<file path="config.mk">
export PLATFORM = sky130hd
export DESIGN_NAME = circ_matvec
export DESIGN_NICKNAME = d
export VERILOG_FILES = /design/src/rtl/circ_matvec_pkg.sv /design/src/rtl/circ_matvec_gf2_dot.sv /design/src/rtl/circ_matvec.sv
export SDC_FILE = /design/constraint.sdc
export NUM_CORES = 1
export LEC_CHECK = 0
export BUFFER_PORTS_ARGS = -buffer_cell sky130_fd_sc_hd__buf_2
export CAP_MARGIN = 20
export CORE_MARGIN = 3
export CORE_UTILIZATION = 45
export CTS_BUF_LIST = sky130_fd_sc_hd__clkbuf_8
export DETAILED_ROUTE_END_ITERATION = 6
export GPL_ROUTABILITY_DRIVEN = 0
export MAX_ROUTING_LAYER = met4
export PLACE_DENSITY = 0.65
export REMOVE_ABC_BUFFERS = 1
export SLEW_MARGIN = 25
export SYNTH_ARGS = -nofsm -noshare
export SYNTH_HDL_FRONTEND = slang
export SYNTH_HIERARCHICAL = 1
export SYNTH_SLANG_ARGS = --single-unit
</file>
<file path="constraint.sdc">
create_clock -name clk -period 3.1 [get_ports clk]
set_input_delay 0.31 -clock clk [delete_from_list [all_inputs] [get_ports clk]]
set_output_delay 0.31 -clock clk [all_outputs]
set_load 0.01 [all_outputs]
</file>
<file path="src/rtl/circ_matvec_pkg.sv">
`default_nettype none
// circ_matvec_pkg: handshake state type, default generator row and the
// N-bit rotate-left helper shared by the req/res responders.
package circ_matvec_pkg;

  typedef enum logic [1:0] {
    HS_IDLE = 2'd0,
    HS_BUSY = 2'd1,
    HS_DONE = 2'd2
  } hs_state_e;

  // Widest row the rotate helper handles; callers zero-extend into it.
  localparam int ROT_MAXW = 512;

  localparam logic [127:0] DEFAULT_C = 128'h8000_0000_0000_0000_0000_0000_0000_0001;

  // rotl(v,s,n)[b] = v[(b-s) mod n] over the low n bits; bits >= n come back zero.
  function automatic logic [ROT_MAXW-1:0] rotl(
    input logic [ROT_MAXW-1:0] v,
    input int                  s,
    input int                  n
  );
    logic [ROT_MAXW-1:0] mask;
    int                  sh;
    sh   = s % n;
    mask = {ROT_MAXW{1'b1}} >> (ROT_MAXW - n);
    return ((v << sh) | (v >> (n - sh))) & mask;
  endfunction

endpackage
`default_nettype wire

</file>
<file path="src/rtl/circ_matvec_gf2_dot.sv">
`default_nettype none
// gf2_dot: GF(2) inner product of two N-bit vectors (AND then XOR-reduce).
module gf2_dot #(
  parameter int N = 128
) (
  input  logic [N-1:0] a,
  input  logic [N-1:0] b,
  output logic         y
);

  assign y = ^(a & b);

endmodule
`default_nettype wire

</file>
<file path="src/rtl/circ_matvec.sv">
`default_nettype none
// circ_matvec: y = A*x over GF(2) with A an MxN circulant built from row C,
// evaluated P rows per cycle behind the req/res responder handshake.
module circ_matvec
  import circ_matvec_pkg::*;
#(
  parameter int            M = 256,
  parameter int            N = 128,
  parameter int            P = 1,
  parameter logic [N-1:0]  C = N'(DEFAULT_C)
) (
  input  logic         clk,
  input  logic         rstn,
  input  logic [N-1:0] x_in,
  output logic [M-1:0] y_out,
  input  logic         req_valid,
  output logic         req_ready,
  output logic         req_busy,
  output logic         res_valid,
  input  logic         res_ready
);

  localparam int            KW     = $clog2(M) + 1;
  localparam int            NG     = M / P;
  localparam logic [KW-1:0] K_LAST = KW'(M - P);
  localparam logic [KW-1:0] K_STEP = KW'(P);

  if (M % P != 0) begin : g_bad_p
    $error("circ_matvec: M must be a multiple of P");
  end
  if (N > ROT_MAXW) begin : g_bad_n
    $error("circ_matvec: N exceeds rotate helper width");
  end

  hs_state_e     state;
  logic [N-1:0]  x_r;
  logic [N-1:0]  rot_r;
  logic [N-1:0]  rot_next;
  logic [KW-1:0] k;
  logic [P-1:0]  row_bits;

  // Row k+j of A is the current row rotated by a further j positions.
  for (genvar j = 0; j < P; j++) begin : g_rows
    logic [N-1:0] row_j;
    assign row_j = N'(rotl(ROT_MAXW'(rot_r), j, N));
    gf2_dot #(
      .N (N)
    ) u_dot (
      .a (x_r),
      .b (row_j),
      .y (row_bits[j])
    );
  end

  assign rot_next = N'(rotl(ROT_MAXW'(rot_r), P % N, N));

  always_ff @(posedge clk) begin
    if (!rstn) begin
      state <= HS_IDLE;
      x_r   <= '0;
      rot_r <= C;
      k     <= '0;
    end else begin
      case (state)
        HS_IDLE: begin
          if (req_valid) begin
            x_r   <= x_in;
            rot_r <= C;
            k     <= '0;
            state <= HS_BUSY;
          end
        end
        HS_BUSY: begin
          rot_r <= rot_next;
          k     <= k + K_STEP;
          if (k == K_LAST) begin
            state <= HS_DONE;
          end
        end
        HS_DONE: begin
          if (res_ready) begin
            state <= HS_IDLE;
          end
        end
        default: state <= HS_IDLE;
      endcase
    end
  end

  // Each row group owns a fixed slice of y_out, enabled when k points at it.
  always_ff @(posedge clk) begin
    if (!rstn) begin
      y_out <= '0;
    end else if (state == HS_BUSY) begin
      for (int g = 0; g < NG; g++) begin
        if (k == KW'(g * P)) begin
          y_out[g*P +: P] <= row_bits;
        end
      end
    end
  end

  assign req_ready = (state == HS_IDLE);
  assign req_busy  = (state == HS_BUSY);
  assign res_valid = (state == HS_DONE);

endmodule
`default_nettype wire

</file>
==> reports/metrics.cfg <==
[floorplanning]
die_area_sq_um = 51300
start_util_pct = 45.7
die_y_um = 226
io_pins = 391
die_w_um = 226
rows = 80
core_sq_um = 47800

[power_and_ir_drop]
power.leakage_nw = 9.97
pwr-share-seq_pct = 50.2
p_switching_mw = 3.37
p_clk_share_pct = 43.2
combPwrFrac_pct = 6.6
peakVddDrop_uv = 387
p_sw_share_pct = 24.5
p_total_mw = 13.7
cellPowerDensity_nw_per_um2 = 509
p_int_mw = 10.4

[cts]
cts_tree = yes
root_buffer = clkbuf_8
clock_sinks = 523
clk_latency_ns = 0.65
cts-htree-levels = 3
clk_pin_slew_ns = 0.06
cts_buffers = 87
max-clock-path-buffers = 3

[yosys]
synth-simple-area-share_pct = 13.6
synthMuxAreaShare_pct = 0.137
synth_top_family_by_area = compound AO/OA/AOI/OAI gates
ys_ff_latch = 523
yosys_warnings = 6
synth-adder-area-share_pct = 0.286
synth-edff-count = 0
synthXorXnorAreaFrac_pct = 5.09
syn_area_per_cell_sq_um = 8.83
ys_types = 38
async_reset_ff_share_pct = 0
synth_area_sq_um = 21900
synth_compound_area_share_pct = 26.7
yosysSeqAreaShare_pct = 47.9
ys.flop_type = dfxtp_1
syn-instance-count = 2476

[routing]
drt_iter0_drc = 1638
final_antenna_net_count = 0
wl_mm = 65.3
drcViolationCount = 0
wire_per_inst_um = 18.8
via_count = 20700
first_pass_iters = 5
viasPerCell = 5.96

[final_layout]
final_nets = 2941
instances_no_fill = 3473
layout-area-overhead-vs-synth_pct = 23.4
layout-drive-gt1-share_pct = 20.4
fill_cells = 4260
mostFrequentLayoutCell = dfxtp_1
multiInputGateArea_sq_um = 10100
final_cell_mix = 523 x dfxtp_1, 516 x nand2_1, 389 x buf_2, 262 x a21oi_1, 254 x o41ai_1
regArea_sq_um = 10500

[hold_path]
min_path_type = in -> reg

[placement]
dp_hpwl_mm = 38.3
portBuffers = 390
dp.cells = 3200

[sta]
timing.fmax_ghz = 0.337
relSlewSlack_pct = 38.3
worst_clock_skew_ns = 0.0157
period_share_pct = 95.6
finalHoldViolCount = 0
tightestPinTransition_ns = 0.926
layout_min_cycle_time_ns = 2.96
setup_viol = 0
rsz0062_at_grt = true
drv_slew = 0

[worst_setup_path]
crit_fanout = 82
critPathKind = reg -> reg
required_ns = 3.63
cp_data_arrival_time_ns = 3.49
endpoint_kind = flop
cp-start-kind = flop

[grt]
grt_max_degree = 129
grt_overflow = 0
grt_pass1_vias = 19191
grt_pass1_wl_mm = 103
antenna_found_initial = 1
grt_use_total_pct = 24.9

[run_status]
outcome = finished, final reports clean

[flow_run]
cap_violations = 0

## synth_stat cells (all sizes together), types with 3 or more instances
cell type    n  share of area, %
nor2         4             0.069
clkbuf     294               5.0
mux2i        3              0.14
dfxtp      523                48
nand4b       4              0.16
buf         39               1.2
nor3         3             0.069
xnor2       96               3.8
nand3      136               3.1
nand4bb      7              0.36
ha           5              0.29
nand2      521               8.9
inv          8              0.14
o41ai      255                10
o311ai     256                10
xor2        31               1.2
a21oi      262               6.0
or4b         6              0.29
nand2b       5              0.14
or4          3              0.12
## routing by layer
metal  track usage [%]  part of all wire [%]
met5                 -                     0
met4              8.80                   3.3
met2              38.4                    46
met3              4.40                   6.3
met1              33.2                    44
## registers in the layout, summed over array words and instances (netlist names)
| name | flops |
|---|---|
| x_r | 128 |
| state | 2 |
| y_out | 256 |
| k | 9 |
| g_rows.row_j | 128 |
## worst max-delay path, cell delays in order, from the launching register on
cell and delay, ns:
dfxtp_1 0.41, nand2_1 0.09, xor2_1 0.17, xnor2_1 0.28, xnor2_2 0.17, xnor2_1 0.22
xnor2_1 0.16, xnor2_1 0.10, buf_4 0.14, xnor2_2 0.23, nand2_4 0.15, buf_12 0.28
o41ai_1 0.40
## power groups by stage
stage / clock network [mW] / registers, mW / logic (mW)
final: 5.94 / 6.89 / 0.910
after global routing: 6.37 / 6.90 / 0.999
after CTS: 6.08 / 6.89 / 0.898
after detailed placement: 0 / 7.03 / 0.772
after global placement: 0 / 7.03 / 0.758
after floorplan: 0 / 7.01 / 0.411
## stage by stage
step / setup TNS [ns] / util, % / cell area (sq um) / setup slack, ns / hold WS, ns
2_1_floorplan: -1813.42 / - / 20500 / -4.64 / 0.386
3_5_place_dp: 0 / 50.0 / 23900 / 0.0111 / 0.447
4_1_cts: 0 / 56.3 / 26900 / 0.0148 / 0.0834
5_1_grt: -0.0501 / 56.4 / 27000 / -0.0153 / 0.143
6_report: 0 / 56.4 / 27000 / 0.136 / 0.178
3_3_place_gp: 0 / 50.0 / 23900 / 0.0489 / 0.443
## repair_timing
action | in CTS | in global routing
hold buffers | 130 | 0
endpoints found under the setup margin | 3 | 249
resized for setup | 1 | 7
pin swaps | 0 | 6
buffers inserted | 0 | 0
endpoints found under the hold margin | 130 | 0
## cell type report
type / instances / area share (%)
clock buffer: 110 / 5.61
clock inverter: 32 / 0.612
timing repair buffer: 572 / 14.4
inverter: 8 / 0.148
sequential: 523 / 38.8
multi-input combinational: 1612 / 37.6
tap: 615 / 2.85
antenna: 1 / 0.00928
## path summary, 6_finish.rpt
kind,slack [ns],end,depth (start not counted),from
setup / recovery,0.14,y_out[71],12,g_rows[0].row_j[43]
hold / removal,0.18,g_rows[0].row_j[0],2,rstn
setup reg to reg,0.14,y_out[71],12,g_rows[0].row_j[43]
hold reg to reg,0.45,x_r[13],2,x_r[13]
## kinds of logic after synthesis
group	after synthesis
buffers and inverters	341
AOI/OAI and AO/OA	779
DFF	523
adders and majority gates	5
xor gates and xnor gates	127
muxes	3
and+or+nand+nor	698
Note: power is estimated with default switching activity, not from simulation.
